[src/rtl/alu_multicycle.sv]
// alu_multicycle: valid/ready ALU with single-cycle ops and iterative MUL/DIVU/REMU
module alu_multicycle #(
    parameter int WIDTH  = 32,
    parameter bit DIV_EN = 1'b1
) (
    input  logic             clk,
    input  logic             rst_n,
    input  logic             flush,
    input  logic             in_valid,
    output logic             in_ready,
    input  logic [WIDTH-1:0] srcA,
    input  logic [WIDTH-1:0] srcB,
    input  logic [3:0]       aluControl,
    output logic             out_valid,
    input  logic             out_ready,
    output logic [WIDTH-1:0] aluResult,
    output logic             zero,
    output logic             illegal
);
    localparam int SHW = $clog2(WIDTH);
    localparam int CW  = $clog2(WIDTH + 1);

    typedef enum logic [1:0] {IDLE, BUSY, DONE} stateT;

    stateT state, nextState;
    logic [CW-1:0]    counter;
    logic [WIDTH-1:0] regA, regB, acc;
    logic             opMul, opRem;
    logic             isMul, isDiv, isLong, lastStep;
    logic [WIDTH-1:0] quickResult;
    logic             quickIllegal;
    logic [SHW-1:0]   shamt;
    logic [WIDTH:0]   remShift;
    logic             ge;
    logic [WIDTH-1:0] mulAcc, divAcc, divQuo, longResult;

    assign in_ready  = state == IDLE;
    assign out_valid = state == DONE;
    assign shamt     = srcB[SHW-1:0];
    assign isMul     = aluControl == 4'b1010;
    assign isDiv     = DIV_EN && (aluControl == 4'b1011 || aluControl == 4'b1100);
    assign isLong    = isMul || isDiv;
    assign lastStep  = counter == CW'(1);

    always_comb begin
        quickResult  = '0;
        quickIllegal = aluControl > 4'd9 && !isLong;
        case (aluControl)
            4'd0: quickResult = srcA + srcB;
            4'd1: quickResult = srcA - srcB;
            4'd2: quickResult = srcA & srcB;
            4'd3: quickResult = srcA | srcB;
            4'd4: quickResult = srcA ^ srcB;
            4'd5: quickResult = srcA << shamt;
            4'd6: quickResult = srcA >> shamt;
            4'd7: quickResult = $signed(srcA) >>> shamt;
            4'd8: quickResult = {{(WIDTH-1){1'b0}}, $signed(srcA) < $signed(srcB)};
            4'd9: quickResult = {{(WIDTH-1){1'b0}}, srcA < srcB};
            default: quickResult = '0;
        endcase
    end

    // MUL: acc accumulates, regA is the shifting multiplicand, regB the shifting multiplier.
    // DIVU/REMU: acc is the partial remainder, regA the divisor, regB dividend bits becoming quotient.
    always_comb begin
        remShift   = {acc, regB[WIDTH-1]};
        ge         = remShift >= {1'b0, regA};
        divAcc     = ge ? remShift[WIDTH-1:0] - regA : remShift[WIDTH-1:0];
        divQuo     = {regB[WIDTH-2:0], ge};
        mulAcc     = acc + (regB[0] ? regA : '0);
        longResult = opMul ? mulAcc : (opRem ? divAcc : divQuo);
    end

    always_ff @(posedge clk or negedge rst_n) begin
        if (!rst_n) state <= IDLE;
        else        state <= nextState;
    end

    always_comb begin
        nextState = state;
        case (state)
            IDLE:    if (in_valid) nextState = isLong ? BUSY : DONE;
            BUSY:    if (lastStep) nextState = DONE;
            DONE:    if (out_ready) nextState = IDLE;
            default: nextState = IDLE;
        endcase
        if (flush) nextState = IDLE;
    end

    always_ff @(posedge clk or negedge rst_n) begin
        if (!rst_n) begin
            counter   <= '0;
            regA      <= '0;
            regB      <= '0;
            acc       <= '0;
            opMul     <= 1'b0;
            opRem     <= 1'b0;
            aluResult <= '0;
            zero      <= 1'b1;
            illegal   <= 1'b0;
        end else if (!flush) begin
            if (state == IDLE && in_valid) begin
                if (isLong) begin
                    counter <= CW'(WIDTH);
                    opMul   <= isMul;
                    opRem   <= aluControl == 4'b1100;
                    regA    <= isMul ? srcA : srcB;
                    regB    <= isMul ? srcB : srcA;
                    acc     <= '0;
                end else begin
                    aluResult <= quickResult;
                    zero      <= quickResult == '0;
                    illegal   <= quickIllegal;
                end
            end else if (state == BUSY) begin
                counter <= counter - CW'(1);
                acc     <= opMul ? mulAcc : divAcc;
                regA    <= opMul ? regA << 1 : regA;
                regB    <= opMul ? regB >> 1 : divQuo;
                if (lastStep) begin
                    aluResult <= longResult;
                    zero      <= longResult == '0;
                    illegal   <= 1'b0;
                end
            end
        end
    end
endmodule
[config.mk]
export PLATFORM = sky130hd
export DESIGN_NAME = alu_multicycle
export DESIGN_NICKNAME = d
export VERILOG_FILES = /design/src/rtl/alu_multicycle.sv
export SDC_FILE = /design/constraint.sdc
export NUM_CORES = 1
export LEC_CHECK = 0
export ABC_CLOCK_PERIOD_IN_PS = 11790
export BUFFER_PORTS_ARGS = -buffer_cell sky130_fd_sc_hd__buf_2
export CORE_ASPECT_RATIO = 1.75
export CORE_MARGIN = 3
export CORE_UTILIZATION = 47
export CTS_CLUSTER_DIAMETER = 100
export DETAILED_ROUTE_END_ITERATION = 12
export PLACE_DENSITY = 0.64
export SYNTH_ARGS = -nofsm -noshare
export SYNTH_HDL_FRONTEND = slang
export SYNTH_SLANG_ARGS = --single-unit
[constraint.sdc]
create_clock -name clk -period 11.79 [get_ports clk]
set_clock_uncertainty 0.1 [all_clocks]
set_input_delay 2.358 -clock clk [delete_from_list [all_inputs] [get_ports clk]]
set_output_delay 2.358 -clock clk [all_outputs]
set_load 0.1 [all_outputs]
Word level (Yosys, flattened, before mapping) --
Index checks and enable logic that the tools add are counted.
Word-level totals: input port bits 73, flip-flop bits (word level) 140, output and inout bits 36, logic and storage cells 103
Cells by class: add/sub/neg operators 5, magnitude comparators 4, bitwise gates (word level) 4, equal/unequal tests 20, reductions and logical operators 17, multiplexer cells 40, shift operators 3
Operators with widths (number):
- $mux 32 | 22
- $pmux 32 s10 | 1
- $add 32x32->32 | 2
- $logic_not 32->1 | 2
- $lt 32x32->1 | 2
- $sub 32x32->32 | 2
- $ge 33x32->1 | 1
- $and 32x32->32 | 1
- $or 32x32->32 | 1
- $shl 32x5->32 | 1
- $shr 32x5->32 | 1
- $sshr 32x5->32 | 1
- $xor 32x32->32 | 1
- $eq 4x4->1 const B | 5
- $mux 6 | 3
- $eq 4x3->1 const B | 4
- $mux 2 | 5
- $reduce_and 3->1 | 3
- $eq 4x2->1 const B | 2
- $mux 1 | 8
- $reduce_and 4->1 | 2
- $eq 6x1->1 const B | 1
- $ne 3x3->1 const B | 2
- $pmux 2 s3 | 1
- 14 further kinds | 19

Logic depth before layout (Yosys ltp) --
Gate-level depths: netlist of the first run.
word-level depth 8, depth in mapped cells 19, depth with buffers taken out 16

Least setup slack after synthesis of the first run --
No wires, ideal clock.
path type input port to flip-flop, from in srcB[2], to reg zero, required time 11.626 ns, path buffers 4, cell stages on the path 18, library setup time 0.064 ns, arrival time 6.548 ns, path slack 5.078 ns, cell sequence clkbuf_1 clkinv_1 buf_1 clkbuf_1 buf_1 ha_1 nor2b_1 a2111o_1 a31oi_1 a31oi_1 a221o_1 a21bo_2 or3_1 nor4_1 nand4_1 nor4_1 nand2_1 nand3_1
Between the ends: longest elaborated chain between the ends 5, elaborated cells between the ends (all ways) 14, classes of those cells add/sub: 2; order compare: 2; shift: 3; mux: 3; bitwise: 3; reduce/logical: 1
RTL lines:
- start, declared | RTL line 12 | input logic [WIDTH-1:0] srcB,
- $sub 32x32->32, or another cell as far along | RTL line 50 | 4'd1: quickResult = srcA - srcB;
- $pmux 32 s10 (*) | RTL line 48 | case (aluControl)
- $logic_not 32->1 (*) | RTL line 112 | zero <= quickResult == '0;
- $mux 1 (*) | RTL line 103 | if (isLong) begin
- $mux 1 (*) | RTL line 102 | if (state == IDLE && in_valid) begin
- end signal, assigned | RTL line 99 | zero <= 1'b1;
- end signal, assigned | RTL line 112
- end signal, assigned | RTL line 122 | zero <= longResult == '0;
- end, declared | RTL line 17 | output logic zero,
Every way passes the cells marked *; elsewhere a longest branch is shown, timed or not. The select of a mux whose other input is x is not followed. A chain may end at the register's enable or synchronous reset.

Worst setup path in the final report of the first run --
Ends and elaborated chain as after synthesis.

==> results of run 1 <==
cells by family after synthesis:
group | after synthesis | synth area share
simple gates | 947 | 0.2029
mux | 191 | 0.1239
compound gates | 1029 | 0.3174
fa+ha+maj | 169 | 0.09934
xor+xnor | 67 | 0.02718
buf+inv | 376 | 0.06700
flops | 140 | 0.1623
how the worst max path moves through the flow:
stage / startpoint / end / cells past startpoint
2_1_floorplan: srcB[2] / zero / 18
3_3_place_gp: srcB[2] / zero / 16
3_5_place_dp: srcB[2] / zero / 16
4_1_cts: srcB[2] / zero / 16
5_1_grt: srcB[2] / zero / 16
6_report: srcB[2] / zero / 16
stage by stage:
step                      hold slack (ns)  total power, mW    util  worst slack, ns  cell area [um^2]
after floorplan                    0.3579            3.343       -            5.078             21590
after global routing               0.3828            5.194  0.5082            4.406             22990
final                              0.3691            4.918  0.5083            4.517             22990
after global placement             0.3554            4.232  0.4957            4.178             22420
after CTS                          0.3749            4.821  0.5082            4.695             22990
after detailed placement           0.3605            4.263  0.4957            4.222             22420
placed cells by master, fill, tap and decap left out, types with 60 or more instances in the layout:
cell       n
a21o_1    60
a21oi_1  242
buf_2    106
dfrtp_1  138
ha_1     165
inv_1    145
mux2i_1  107
nand2_1  372
nand3_1   60
nor2_1   238
o21ai_0  247
sequential cells by signal (all words and copies together) (netlist names):
signal and flops:
zero 1, counter 6, opMul 1, aluResult 32, illegal 1, opRem 1
regB 32, acc 32, state 2, regA 32
layout make-up:
class                           count  share of cell area
Clock buffer                       18             0.01867
Sequential cell                   140              0.1526
Antenna cell                        1           0.0001088
Inverter                          149             0.02433
Tap cell                          577             0.03140
Multi-Input combinational cell   2403              0.7268
Clock inverter                     14            0.005878
Timing Repair Buffer              158             0.04022
per-layer routing:
layer,GRT usage,routed length (um),part of all wire
met5,0,13,0.00012
met4,0.3879,12480,0.12
met3,0.06614,8280,0.077
met2,0.7289,51170,0.47
met1,0.4615,36070,0.33
power groups by stage:
stage	Combinational (mW)	Sequential, mW	Clock [mW]
after global placement	3.35	0.877	0
final	3.49	0.885	0.540
after floorplan	2.15	1.19	0
after CTS	3.40	0.877	0.543
after global routing	3.73	0.905	0.559
after detailed placement	3.38	0.885	0
==> impl_metrics.yaml, run 1 <==
outcome:
  status: "complete, but fails checks"
  violations: "capacitance limit, slew limit"
synth:
  synth_area_um2: 21590
  syn-num-nets: 3161
  yosysMostFrequentCell: "nand2_1"
  synth_top_area_frac: 0.1611
  dominantRegCellSynth: "dfrtp_1"
  synth_largest_area_cell: "dfrtp_1"
  synthTopCellsByCount: "nand2_1, o21ai_0, a21oi_1, nor2_1, clkbuf_1"
  synth_async_sr_flop_share: 1.000
  ys_top_cells_by_area: "dfrtp_1, ha_1, nand2_1"
  ys_ff_latch: 140
  seq_area_frac_synth: 0.1623
  synth_cell_types: 92
  synthCells: 2919
  synth_warnings: 0
  syn_avg_cell_area_um2: 7.396
  synth_edf_count: 0
route:
  num_vias: 24650
  wl_per_cell_um: 31.22
  ant_nets: 0
  viasPerCell: 7.124
  drc: 0
  drt_iter0_drc: 2402
  wl_um: 108000
  drtPass1Iterations: 6
grt:
  grt_pass1_vias: 24050
  grt_max_degree: 80
  grt.total_usage: 0.4307
  grt_antenna_before_repair: 3
  globalRouteOverflowTotal: 0
  grt_pass1_wl_um: 157600
timing:
  worst_pin_slew_ns: 1.528
  fmax_mhz: 137.5
  finalHoldViolations: 0
  rsz0062_at_grt: "no"
  timing.final.crit_share: 0.6169
  setup_viol: 0
  tns_ns: 0
  maxSlewHeadroom: -0.02937
  drv_slew: 3
  final.min_clock_period_ns: 7.273
min_path:
  hold_start: "aluResult[14]"
  hp-class: "flip-flop to flip-flop"
  whs_path_depth: 1
  hold_end: "aluResult[14]"
setup_path:
  r2r_slack_ns: 5.59
  path_cells: "buf_2 > clkinv_1 > buf_4 > ha_1 > nor2b_1 > a2111o_1 > a31oi_1 > a31oi_1 > a21oi_1 > a31oi_1 > o21ai_0 > o31ai_1 > a22oi_1 > nor4bb_1 > nand2_1 > nand3_1"
  reg2reg_depth: 16
  cp_slowest_stage_delay_ns: 0.63
  crit_type: "input pin to flip-flop"
  reg2reg_from: "regB[0]"
  cpLargestDelayFamily: "compound AO/OA/AOI/OAI gates"
  cp.arrival_ns: 7.57
  worstPathRequired_ns: 12.08
  startpoint_type: "input pin"
  endpoint_kind: "flip-flop"
  r2r_end: "zero"
  cp_common_cell: "a31oi_1"
  crit_buf_inv: 3
  critical_path_peak_fanout: 34
  worst_path_max_delay_cell: "a21oi_1"
cts:
  cts_tree: "built"
  cts_resized: 0
  clockBufferDepth: 2
  cts_sinks: 140
  htreeDepth: 4
  clk-insertion-delay-late_ns: 0.46
  hold_buffers: 0
  clock-root-buffer: "clkbuf_16"
  cts_buffers: 17
  post_cts_buffers: 0
  clkTransAtPathRegs_ns: 0.07
placed_design:
  numPortBuffers: 108
  gp_congestion: 1.159
  dp.cells: 3427
  dpl.hpwl_um: 83300
floorplan:
  die_w_um: 168.0
  dieArea_um2: 48640
  die_h_um: 289.5
  start_util: 0.4772
  rows: 103
  core_area_um2: 45230
  io_pins: 109
finish:
  multi_input_area_um2: 16710
  nFillCells: 4482
  fin_nets: 3111
  seq_area_um2: 3508
  fin_cells: 3460
  area_growth_pct: 6.497
  drive_gt1_frac: 0.1131
pwr:
  combPwrFrac: 0.710
  p_sw_frac: 0.5711
  ir_drop_mv: 0.2325
  power.switching_mw: 2.809
  leakagePower_nw: 9.932
  p_per_area_nw_per_um2: 213.9
  clockPowerShare: 0.110
  power.internal_mw: 2.109
  p_seq_frac: 0.180
run:
  maxCapViolCount: 1
Power figures use the tool's default switching activity.
==> run 2: changes to the inputs <==
--- a/config.mk
+++ b/config.mk
@@ -5,7 +5,7 @@
 export SDC_FILE = /design/constraint.sdc
 export NUM_CORES = 1
 export LEC_CHECK = 0
-export ABC_CLOCK_PERIOD_IN_PS = 11790
+export ABC_CLOCK_PERIOD_IN_PS = 7100
 export BUFFER_PORTS_ARGS = -buffer_cell sky130_fd_sc_hd__buf_2
 export CORE_ASPECT_RATIO = 1.75
 export CORE_MARGIN = 3
==> constraint.sdc (replaced) <==
create_clock -name clk -period 7.1 [get_ports clk]
set_clock_uncertainty 0.1 [all_clocks]
set_input_delay 1.42 -clock clk [delete_from_list [all_inputs] [get_ports clk]]
set_output_delay 1.42 -clock clk [all_outputs]
set_load 0.1 [all_outputs]
==> impl_metrics.yaml, run 2 (same netlist as run 1, synthesis figures left out) <==
grt:
  grt.total_usage: 0.4326
  grt_antenna_before_repair: 3
  grt_pass1_wl_um: 157700
  grt_max_degree: 92
  globalRouteOverflowTotal: 0
  grt_pass1_vias: 23850
placed_design:
  post-place-ws_ns: 0.5081
  gp_congestion: 1.119
  numPortBuffers: 108
  dpl.hpwl_um: 84280
setup_path:
  cp_common_cell: "nor4_1"
  reg2reg_depth: 15
  startpoint: "srcB[0]"
  r2r_end: "zero"
  worstPathRequired_ns: 7.39
  cp_slowest_stage_delay_ns: 1.22
  reg2reg_from: "regB[0]"
  path_cells: "buf_4 > mux4_2 > o211ai_1 > a211oi_1 > a2111oi_0 > o221ai_1 > or3_1 > nor4_1 > nand4_1 > nor4_1 > nand2_1 > nand3_1"
  cpLargestDelayFamily: "compound AO/OA/AOI/OAI gates"
  critical_path_peak_fanout: 47
  crit_type: "input pin to flip-flop"
  cp.arrival_ns: 6.82
  endpoint_kind: "flip-flop"
  r2r_slack_ns: 1.42
  worst_path_max_delay_cell: "a2111oi_0"
  critical_path_depth: 12
  endpoint: "zero"
  startpoint_type: "input pin"
  crit_buf_inv: 1
cts:
  cts_tree: "built"
  cts_resized: 0
  cts_buffers: 17
  hold_buffers: 0
  clockBufferDepth: 2
  clock-root-buffer: "clkbuf_16"
  cts_sinks: 140
  clkTransAtPathRegs_ns: 0.07
  clk-insertion-delay-late_ns: 0.46
  post_cts_buffers: 0
  htreeDepth: 4
route:
  drt_iter0_drc: 2684
  wl_per_cell_um: 31.27
  drtPass1Iterations: 8
  drc: 0
  viasPerCell: 7.130
  wl_um: 108900
  num_vias: 24830
  ant_nets: 0
floorplan:
  start_util: 0.4772
  io_pins: 109
  core_area_um2: 45230
  dieArea_um2: 48640
  die_h_um: 289.5
  rows: 103
  die_w_um: 168.0
timing:
  timing.final.crit_share: 0.9186
  fmax_mhz: 153.3
  drv_slew: 0
  setup_viol: 0
  final.min_clock_period_ns: 6.522
  tns_ns: 0
  rsz0062_at_grt: "no"
  worst_pin_slew_ns: 1.395
  finalHoldViolations: 0
  postLayoutSetupSlackWorst_ns: 0.5781
  maxSlewHeadroom: 0.04610
pwr:
  leakagePower_nw: 10.05
  ir_drop_mv: 0.3731
  p_per_area_nw_per_um2: 354.5
min_path:
  hp-class: "flip-flop to flip-flop"
  whs_path_depth: 1
run:
  maxCapViolCount: 0
finish:
  area_growth_pct: 7.453
  fin_util: 0.5128
  final_cell_mix: "nand2_1, o21ai_0, a21oi_1, nor2_1, ha_1"
  final_common_cell: "nand2_1"
  fin_nets: 3132
  drive_gt1_frac: 0.1202
outcome:
  status: "completed"
run 2: cell count changes in the layout (fill, tap and decap cells not counted):
cell,before,now
buf_4,51,71
nor3b_2,0,1
mux2i_1,107,106
mux2i_2,0,1
nor3b_1,3,2
buf_12,0,1
bufinv_16,1,2
diode_2,1,2
clkinv_2,2,1
run 2: per-layer routing:
| metal | vias up | track usage | routed length (um) | share of wire |
|---|---|---|---|---|
| met5 | - | 0 | 12 | 0.00011 |
| met4 | 2 | 0.3945 | 12510 | 0.11 |
| met3 | 513 | 0.06927 | 8582 | 0.079 |
| met2 | 1607 | 0.7224 | 51080 | 0.47 |
| met1 | 11900 | 0.4677 | 36710 | 0.34 |
| li1 | 10800 | - | - | - |
run 2: worst reg2reg max path: stages, from the launching register on:
cell and delay (ns):
dfrtp_1 0.55, and2_1 0.23, ha_1 0.24, fa_1 0.45, a21o_1 0.20, a221oi_1 0.62, o2bb2ai_1 0.36, a311oi_1 0.65
o21ai_0 0.45, a21oi_1 0.25, o21bai_1 0.08, mux2_2 0.23, o31ai_1 0.12, a2111oi_0 0.64, nand4_1 0.27, nand3_1 0.18
run 2: metrics by stage:
step	cell area (um^2)	cells	hold WS, ns	total power [mW]
6_report	23200	3482	0.3711	8.222
5_1_grt	23190	3480	0.3825	8.666
4_1_cts	23180	3480	0.3755	8.050
3_5_place_dp	22590	3448	0.3613	7.076
3_3_place_gp	22590	3448	0.3538	7.018
2_1_floorplan	21590	2919	0.3579	5.552
run 2: how the worst min path moves through the flow:
stage	start	endpoint	slack [ns]
final	aluResult[17]	aluResult[17]	0.37
after detailed placement	aluResult[16]	aluResult[16]	0.36
after CTS	aluResult[16]	aluResult[16]	0.38
after global routing	aluResult[16]	aluResult[16]	0.38
after global placement	aluResult[15]	aluResult[15]	0.35
after floorplan	counter[5]	counter[5]	0.36
run 2: area by class of cell:
type / instances / area (um^2)
fill: 4567 / 22040
multi-input combinational: 2403 / 16720
tap: 577 / 721.9
timing repair buffer: 179 / 1095
clock inverter: 14 / 160.2
inverter: 149 / 559.3
sequential: 140 / 3508
antenna: 2 / 5.005
clock buffer: 18 / 429.2
run 2: report_power, final:
part | leakage (nW) | total (mW) | internal [mW] | switching, mW
Combinational | 7.93 | 5.82 | 1.90 | 3.92
Clock | 0.281 | 0.933 | 0.525 | 0.407
Sequential | 1.84 | 1.47 | 1.12 | 0.353
